### src/rtl/tff_bank_counter_if.sv
// rtl/tff_bank_counter_if.sv - control and status bundle for the toggle-bank / modulo counter
interface tff_bank_counter_if #(
    parameter int WIDTH = 8
);
    logic             _E;
    logic [1:0]       _mode;
    logic [WIDTH-1:0] _T;
    logic [WIDTH-1:0] _D;
    logic [WIDTH-1:0] _Q;
    logic [WIDTH-1:0] _QNOT;
    logic             _tc;
    logic             _wrap;
    logic [WIDTH-1:0] _return;

    // Side that issues enable/mode/mask/data and observes the register.
    modport master (
        output _E, _mode, _T, _D,
        input  _Q, _QNOT, _tc, _wrap, _return
    );

    // Side that owns the register.
    modport slave (
        input  _E, _mode, _T, _D,
        output _Q, _QNOT, _tc, _wrap, _return
    );
endinterface

### src/rtl/tff_bank_counter.sv
// rtl/tff_bank_counter.sv - WIDTH-bit toggle bank / modulo up-down counter / loader; TFF_SATURATE_EN pins counts at the limits
module tff_bank_counter #(
    parameter int              WIDTH       = 8,
    parameter longint unsigned MODULUS     = 0,
    parameter longint unsigned RESET_VALUE = 0
) (
    input logic               _clock,
    input logic               _reset,
    tff_bank_counter_if.slave bus
);

    typedef enum logic [1:0] {
        MODE_TOGGLE = 2'b00,
        MODE_UP     = 2'b01,
        MODE_DOWN   = 2'b10,
        MODE_LOAD   = 2'b11
    } mode_e;

    // Largest legal count; MODULUS of zero means the full natural range.
    localparam logic [WIDTH-1:0] MAX_Q   = (MODULUS == 0) ? {WIDTH{1'b1}} : WIDTH'(MODULUS - 1);
    localparam logic [WIDTH-1:0] RESET_Q = WIDTH'(RESET_VALUE);
    localparam logic [WIDTH-1:0] ONE_Q   = WIDTH'(1);
    localparam logic [WIDTH-1:0] ZERO_Q  = '0;

    mode_e            mode;
    logic [WIDTH-1:0] q;
    logic [WIDTH-1:0] q_next;
    logic             wrap_q;
    logic             wrap_next;

    assign mode = mode_e'(bus._mode);

    // Any value beyond the modulus is pinned to the last legal count.
    function automatic logic [WIDTH-1:0] clamp_max(input logic [WIDTH-1:0] v);
        return (v > MAX_Q) ? MAX_Q : v;
    endfunction

    // Next-state decode: enable gates everything, then the selected mode acts.
    always_comb begin
        q_next    = q;
        wrap_next = 1'b0;
        if (bus._E) begin
            case (mode)
                MODE_TOGGLE: begin
                    q_next = clamp_max(q ^ bus._T);
                end
                MODE_UP: begin
                    // An out-of-range state counts as already sitting at MAX.
                    if (q >= MAX_Q) begin
`ifdef TFF_SATURATE_EN
                        q_next    = MAX_Q;
`else
                        q_next    = ZERO_Q;
                        wrap_next = 1'b1;
`endif
                    end else begin
                        q_next = q + ONE_Q;
                    end
                end
                MODE_DOWN: begin
                    if (q == ZERO_Q) begin
`ifdef TFF_SATURATE_EN
                        q_next    = ZERO_Q;
`else
                        q_next    = MAX_Q;
                        wrap_next = 1'b1;
`endif
                    end else begin
                        q_next = q - ONE_Q;
                    end
                end
                MODE_LOAD: begin
                    q_next = clamp_max(bus._D);
                end
            endcase
        end
    end

    // State and wrap pulse registers; reset forces them regardless of the clock.
    always_ff @(posedge _clock or negedge _reset) begin
        if (!_reset) begin
            q      <= RESET_Q;
            wrap_q <= 1'b0;
        end else begin
            q      <= q_next;
            wrap_q <= wrap_next;
        end
    end

    // Terminal count flags the state from which the next enabled edge wraps (or pins).
    always_comb begin
        bus._tc = bus._E & (((mode == MODE_UP) & (q == MAX_Q)) |
                            ((mode == MODE_DOWN) & (q == ZERO_Q)));
    end

    assign bus._Q      = q;
    assign bus._QNOT   = ~q;
    assign bus._return = q;
    assign bus._wrap   = wrap_q;

endmodule

### src/flat_wrapper.sv
// flat-port wrapper written by rule: the top's interface ports become plain ports
module tff_bank_counter_flat 
#(
    parameter int              WIDTH       = 8,
    parameter longint unsigned MODULUS     = 0,
    parameter longint unsigned RESET_VALUE = 0
)
  (_clock, _reset, bus__E, bus__mode, bus__T, bus__D, bus__Q, bus__QNOT, bus__tc, bus__wrap, bus__return);
  tff_bank_counter_if #(.WIDTH(WIDTH)) bus_i ();
  input logic _clock;
  input logic _reset;
  input wire logic [$bits(bus_i._E)-1:0] bus__E;
  input wire logic [$bits(bus_i._mode)-1:0] bus__mode;
  input wire logic [$bits(bus_i._T)-1:0] bus__T;
  input wire logic [$bits(bus_i._D)-1:0] bus__D;
  output wire logic [$bits(bus_i._Q)-1:0] bus__Q;
  output wire logic [$bits(bus_i._QNOT)-1:0] bus__QNOT;
  output wire logic [$bits(bus_i._tc)-1:0] bus__tc;
  output wire logic [$bits(bus_i._wrap)-1:0] bus__wrap;
  output wire logic [$bits(bus_i._return)-1:0] bus__return;
  assign bus_i._E = bus__E;
  assign bus_i._mode = bus__mode;
  assign bus_i._T = bus__T;
  assign bus_i._D = bus__D;
  assign bus__Q = bus_i._Q;
  assign bus__QNOT = bus_i._QNOT;
  assign bus__tc = bus_i._tc;
  assign bus__wrap = bus_i._wrap;
  assign bus__return = bus_i._return;
  tff_bank_counter #(.WIDTH(WIDTH), .MODULUS(MODULUS), .RESET_VALUE(RESET_VALUE)) u_core (._clock(_clock), ._reset(_reset), .bus(bus_i));
endmodule
### config.mk
export PLATFORM = sky130hd
export DESIGN_NAME = tff_bank_counter_flat
export DESIGN_NICKNAME = d
export VERILOG_FILES = /design/src/rtl/tff_bank_counter_if.sv /design/src/rtl/tff_bank_counter.sv /design/src/flat_wrapper.sv
export SDC_FILE = /design/constraint.sdc
export NUM_CORES = 1
export LEC_CHECK = 0
export ABC_AREA = 1
export BUFFER_PORTS_ARGS = -buffer_cell sky130_fd_sc_hd__buf_2
export CORE_MARGIN = 5
export CORE_UTILIZATION = 38
export CTS_CLUSTER_SIZE = 10
export DETAILED_ROUTE_END_ITERATION = 8
export PLACE_DENSITY = 0.71
export SYNTH_ARGS = -nofsm -noshare
export SYNTH_HDL_FRONTEND = slang
export SYNTH_SLANG_ARGS = --single-unit
### constraint.sdc
create_clock -name _clock -period 2.95 [get_ports _clock]
set_input_delay 0.295 -clock _clock [delete_from_list [all_inputs] [get_ports _clock]]
set_output_delay 0.295 -clock _clock [all_outputs]
set_load 0.02 [all_outputs]
==> run_results.csv, run 1 <==
group,metric,value,unit
clocking,clock_latency,260,ps
timing,hold_ws,343.6,ps
critical_path,critPathTopFamily,"flip-flops",
timing,fmax,474.6,MHz
synthesis,synth_cells,175,
final_layout,nets,241,
power,p_leak,0.7411,nW
clocking,cts_root_buf,"clkbuf_4",
placed_design,placed_area,1295,sq um
synthesis,synth.cells.most_frequent,"nand2_1 (45), inv_1 (21), nand3_1 (13), nor2_1 (12), o21ai_0 (12)",
timing,tns,0,ps
critical_path,crit_path_max_fanout,7,
die,core-area,2805,sq um
synthesis,synth_mux_area_share,0,%
synthesis,yosysMostFrequentCell,"nand2_1",
critical_path,cpPeakStageDelay,470,ps
global_routing,grt_pass1_vias,1099,
timing,rsz0062_at_grt,"false",
placed_design,pre_cts_ws,1032,ps
synthesis,ys_warn_count,0,
timing,setup-violations-final,0,
critical_path,worst-path-buf-inv,3,
synthesis,synth-async-reset-ratio,100.0,%
critical_path,crit_type,"reg2out",
die,fp.dieW,64.71,um
final_layout,drive_gt1_share,30.19,%
placed_design,placed_cells,238,
synthesis,synthSimpleGateAreaFrac,32.67,%
die,die-area,4187,sq um
placed_design,io_buffers,46,
timing,tightest_slew,403.0,ps
clocking,cts.path.max_buffers,2,
die,start_util,40.54,%
worst_hold_path,hold_path_class,"in2reg",
synthesis,synth_compound_area_share,13.97,%
timing,maxSlewHeadroom,73.13,%
critical_path,slowest_stage,"dfrtp_1",
synthesis,synth_xor_area_share,8.471,%
global_routing,grt.total_usage,15.82,%
critical_path,timing.rr.start,"u_core.bus._Q[0]$_DFFE_PN0P_",
status,status,"completed",
clocking,cts_setup_buffers,0,
timing,finalHoldViolations,0,
final_layout,area_delta_synth_final,17.05,%
critical_path,start_kind,"register",
clocking,hold_buffers,1,
synthesis,synth_edf_count,0,
global_routing,overflow,0,
critical_path,worstPathCellList,"inv_1 -> ha_1 -> nand2_1 -> nor2_2 -> nand2_2 -> inv_1 -> a21oi_1 -> nor2_1 -> buf_2",
timing,report.final.slew_viol_count,0,
drt,antenna_left,0,
synthesis,syn_nets,203,
power,p_per_area,462.9,nW/um^2
synthesis,yosysSeqAreaShare,19.80,%
global_routing,grt_pass1_wl,5292,um
synthesis,synth_top_family_by_area,"simple AND/OR/NAND/NOR gates",
critical_path,arrival,1810,ps
final_layout,final_cell_area,1331,sq um
clocking,htree_num_levels,1,
critical_path,r2r_slack,1340,ps
final_layout,fin_cells,243,
drt,routedWlPerCell,12.74,um
global_routing,antenna_found_initial,0,
critical_path,crit_top_cell,"inv_1",
critical_path,rr_endpoint,"u_core.bus._Q[4]$_DFFE_PN0P_",
critical_path,end_kind,"output port",
synthesis,syn_area,1137,sq um
synthesis,synth_flop_cell,"dfrtp_1",
flow_run,cap_violations,0,
die,pin_count,47,
synthesis,synth.area.top_cells,"dfrtp_1 (20%), nand2_1 (15%), ha_1 (7.7%)",
drt,wl,3097,um
final_layout,utilization,47.46,%
clocking,cts.sink_count,9,
drt,dr.pass1.iters,4,
timing,setup_ws,843.0,ps
power,ir_worst_vdd,0.0002961,V
timing,layout_min_cycle_time,2107,ps
clocking,cts_tree,"done",
timing,fin_skew,1.457,ps
synthesis,synth-adder-area-share,7.701,%
drt,drc_errors,0,
die,rows,19,
synthesis,yosysTopAreaCellShare,19.80,%
clocking,path_clk_slew,70,ps
power,power,0.6163,mW
synthesis,synth_area_leader_cell,"dfrtp_1",
synthesis,avgSynthCellArea,6.499,sq um
worst_hold_path,min_to,"u_core.bus._Q[0]$_DFFE_PN0P_",
critical_path,rr_worst_depth,9,
drt,dr.first_iter.drc_count,64,
drt,via_count,1174,
global_routing,grt_start_max_net_pins,14,
placed_design,dp_hpwl,2444,um
clocking,ctsResizeCount,0,
clocking,cts_buffers,3,
final_layout,num_antenna_cells,0,
worst_hold_path,min_from,"bus__D[0]",
synthesis,synth_cell_type_count,29,
placed_design,routabilityCongestion,0.8793,
die,die_height,64.71,um
timing,timing.final.crit_share,71.42,%
synthesis,ys_ff_latch,9,
drt,vias_per_cell,4.831,
worst_hold_path,hold_depth,5,
critical_path,critPathRequiredTime,2650,ps
where the power goes:
| part | leakage (nW) | internal (mW) | switching [mW] |
|---|---|---|---|
| Clock | 0.0150 | 0.0523 | 0.0478 |
| Combinational | 0.615 | 0.117 | 0.210 |
| Sequential | 0.111 | 0.141 | 0.0479 |
cell type report:
| type | instances | area, sq um |
|---|---|---|
| Fill cell | 315 | 1474 |
| Multi-Input combinational cell | 129 | 714.4 |
| Timing Repair Buffer | 47 | 240.2 |
| Sequential cell | 9 | 225.2 |
| Inverter | 23 | 86.33 |
| Tap cell | 31 | 38.79 |
| Clock buffer | 4 | 26.28 |
worst max path at each step:
stage                                      start       to  slack [ps]  depth (start not counted)
floorplan           u_core.bus._Q[0]$_DFFE_PN0P_  bus__tc        1070                          8
global placement                    bus__mode[0]  bus__tc        1080                         10
detailed placement                  bus__mode[0]  bus__tc        1030                         10
CTS                 u_core.bus._Q[0]$_DFFE_PN0P_  bus__tc         850                          9
global route        u_core.bus._Q[0]$_DFFE_PN0P_  bus__tc         690                          9
finish              u_core.bus._Q[0]$_DFFE_PN0P_  bus__tc         840                          9
registers in the layout, summed over array words and instances, names as in the netlist:
signal	cells
u_core.bus._wrap	1
u_core.bus._Q	8
worst reg2reg max path, stage by stage (launching register included):
cell and delay [ps]:
dfrtp_1 460, inv_1 180, ha_1 280, nand2_1 90, o21ai_0 140, o21ai_0 100, nand2_1 60, nand2_1 60
nand3_1 60, o21ai_1 60
cells by family (layout without fill, tap and decap cells):
family	count (synthesis)	after routing
adder cells (fa/ha/maj)	7	7
AND/OR/NAND/NOR	83	83
flip-flops	9	9
buffers and inverters	37	74
AO/OA/AOI/OAI	28	28
XOR/XNOR	11	11
per-layer routing:
metal | GRT usage [%] | part of all wire (%) | vias to the layer above | routed length [um]
met5 | 0 | 0 | - | 0
met4 | 2.375 | 0.42 | 0 | 13
met3 | 3.800 | 6.7 | 2 | 209
met2 | 25.29 | 45 | 43 | 1400
met1 | 22.05 | 48 | 510 | 1474
li1 | - | - | 619 | -
layout by cell type, fill, tap and decap left out, types with 2 or more instances in the layout:
cell type,count
xnor2_1,3
nand2_1,45
xor2_1,8
inv_1,21
ha_1,7
nand3_1,13
a21oi_2,2
dfrtp_1,9
clkbuf_4,3
nand2_2,3
nor2_1,12
a21oi_1,8
inv_2,2
a22oi_1,2
o21ai_0,12
nor2_2,5
buf_2,46
Note: power is estimated with default switching activity, not from simulation.
==> run 2: changes to the inputs <==
- PLACE_DENSITY: 0.71 -> 0.73
- clock period: 2.95 -> 1.87 ns (I/O delays scaled with it)
==> run 2 against run 1 <==
Effect of this change: clock power increased by 65%; sequential cell count is the same; total power is 67% higher; via count increased by 5.5%.
==> run_results.csv, run 2 (synthesis gave the netlist of run 1 again) <==
group,metric,value,unit
drt,drc_errors,0,
clocking,cts_buffers,3,
timing,report.final.slew_viol_count,0,
die,pin_count,47,
critical_path,rr_worst_depth,10,
final_layout,utilization,50.27,%
global_routing,grt_start_max_net_pins,14,
power,p_per_area,728.3,nW/um^2
timing,fin_skew,3.454,ps
worst_hold_path,min_from,"bus__D[0]",
final_layout,final_cell_area,1410,sq um
placed_design,placed_cells,242,
critical_path,start_kind,"register",
die,rows,19,
global_routing,overflow,0,
final_layout,final_common_cell,"buf_2",
final_layout,fin_cells,250,
final_layout,multi_input_area,733.2,sq um
power,p_int,0.5226,mW
timing,tightest_slew,352.0,ps
timing,fmax,556.7,MHz
die,fp.dieW,64.71,um
global_routing,antenna_found_initial,0,
placed_design,dp_hpwl,2482,um
placed_design,routabilityCongestion,0.9325,
drt,vias_per_cell,4.956,
worst_hold_path,min_to,"u_core.bus._Q[0]$_DFFE_PN0P_",
final_layout,fillers,311,
clocking,htree_num_levels,1,
final_layout,regArea,230.2,sq um
status,status,"completed",
final_layout,layout_common_cells,"buf_2 (45), nand2_1 (44), inv_1 (18)",
worst_hold_path,hold_depth,5,
clocking,cts.path.max_buffers,2,
power,combinationalPowerShare,55.9,%
critical_path,cpPeakStageDelay,420,ps
critical_path,r2r_slack,360,ps
global_routing,grt_pass1_wl,5457,um
power,sw_frac_of_total,49.12,%
clocking,cts_root_buf,"clkbuf_4",
power,p_seq_share,28.0,%
drt,dr.first_iter.drc_count,39,
critical_path,crit_type,"reg2out",
clocking,cts_tree,"done",
timing,layout_min_cycle_time,1796,ps
timing,maxSlewHeadroom,76.54,%
final_layout,nets,248,
clocking,clock_latency,280,ps
die,die-area,4187,sq um
placed_design,placed_area,1325,sq um
critical_path,rr_endpoint,"u_core.bus._Q[0]$_DFFE_PN0P_",
final_layout,drive_gt1_share,37.44,%
die,core-area,2805,sq um
critical_path,arrival,1610,ps
critical_path,crit_start,"u_core.bus._Q[1]$_DFFE_PN0P_",
clocking,cts.sink_count,9,
flow_run,cap_violations,0,
critical_path,critPathRequiredTime,1680,ps
drt,route.met2.wl,1521,um
critical_path,worstPathCellList,"ha_2 -> nand2_2 -> nor2_2 -> nand2_1 -> inv_2 -> a21oi_4 -> nor2_1 -> buf_4",
critical_path,end_kind,"output port",
drt,top_layer,"met4",
clocking,path_clk_slew,60,ps
power,p_clk_share,16.0,%
critical_path,crit_path_max_fanout,4,
power,ir_worst_vdd,0.0004342,V
drt,wl,3297,um
power,p_leak,0.7681,nW
global_routing,grt.total_usage,16.55,%
timing,tns,0,ps
power,switching_power,0.5044,mW
final_layout,area_delta_synth_final,23.98,%
drt,via_count,1239,
global_routing,grt_pass1_vias,1180,
drt,antenna_left,0,
drt,dr.pass1.iters,4,
timing,rsz0062_at_grt,"true",
timing,finalHoldViolations,0,
drt,met1_length,1447,um
timing,timing.final.crit_share,96.06,%
final_layout,largest_reg_flops,8,
die,start_util,40.54,%
die,die_height,64.71,um
critical_path,timing.rr.start,"u_core.bus._Q[1]$_DFFE_PN0P_",
timing,setup-violations-final,0,
final_layout,num_antenna_cells,0,
drt,routedWlPerCell,13.19,um
critical_path,slowest_stage,"dfrtp_1",
worst_hold_path,hold_path_class,"in2reg",
drt,wl_met3,299,um
placed_design,io_buffers,46,
## run 2: routing by layer
| layer | vias up | global-route usage [%] |
|---|---|---|
| met1 | 547 | 20.51 |
| met4 | 0 | 5.013 |
| li1 | 631 | - |
| met5 | - | 0 |
| met3 | 5 | 5.009 |
| met2 | 56 | 27.59 |
## run 2: worst max path at each step
stage,to,slack (ps)
final,bus__tc,70
after global routing,bus__tc,-50
after CTS,bus__tc,20
after detailed placement,bus__tc,210
after global placement,bus__tc,260
after floorplan,bus__tc,100
## run 2: through the flow
step / setup slack (ps) / hold WS, ps / power (mW)
finish: 73.58 / 228.2 / 1.027
global route: -48.33 / 265.3 / 1.115
CTS: 21.06 / 233.7 / 1.012
detailed placement: 211.0 / 66.53 / 0.8311
global placement: 261.1 / 58.24 / 0.8278
floorplan: 102.9 / -108.6 / 0.7064
## run 2: layout make-up
class / instances / area share, %
clock buffer: 4 / 1.863
timing repair buffer: 54 / 20.94
multi-input combinational: 129 / 52.00
tap: 31 / 2.751
inverter: 23 / 6.122
sequential: 9 / 16.33
## run 2: power by group through the flow
stage	logic, mW	registers [mW]	clock network, mW
CTS	0.564	0.282	0.166
global placement	0.542	0.286	0
floorplan	0.402	0.304	0
finish	0.575	0.288	0.165
detailed placement	0.543	0.288	0
global route	0.638	0.295	0.182
## run 2: repair_timing
item / 4_1_cts / 5_1_grt
hold buffers: 1 / 0
gates resized for setup: 3 / 10
buffers inserted: 2 / 1
endpoints found under the setup margin: 1 / 1
endpoints found under the hold margin: 9 / 0
## run 2: worst max-delay path: cells and delay by family (launching register included)
kind                       cells  cell delay [ps]
AOI/OAI and AO/OA              1               70
and+or+nand+nor                4              380
adders and majority gates      1              220
buffers and inverters          2              250
DFF                            1              420
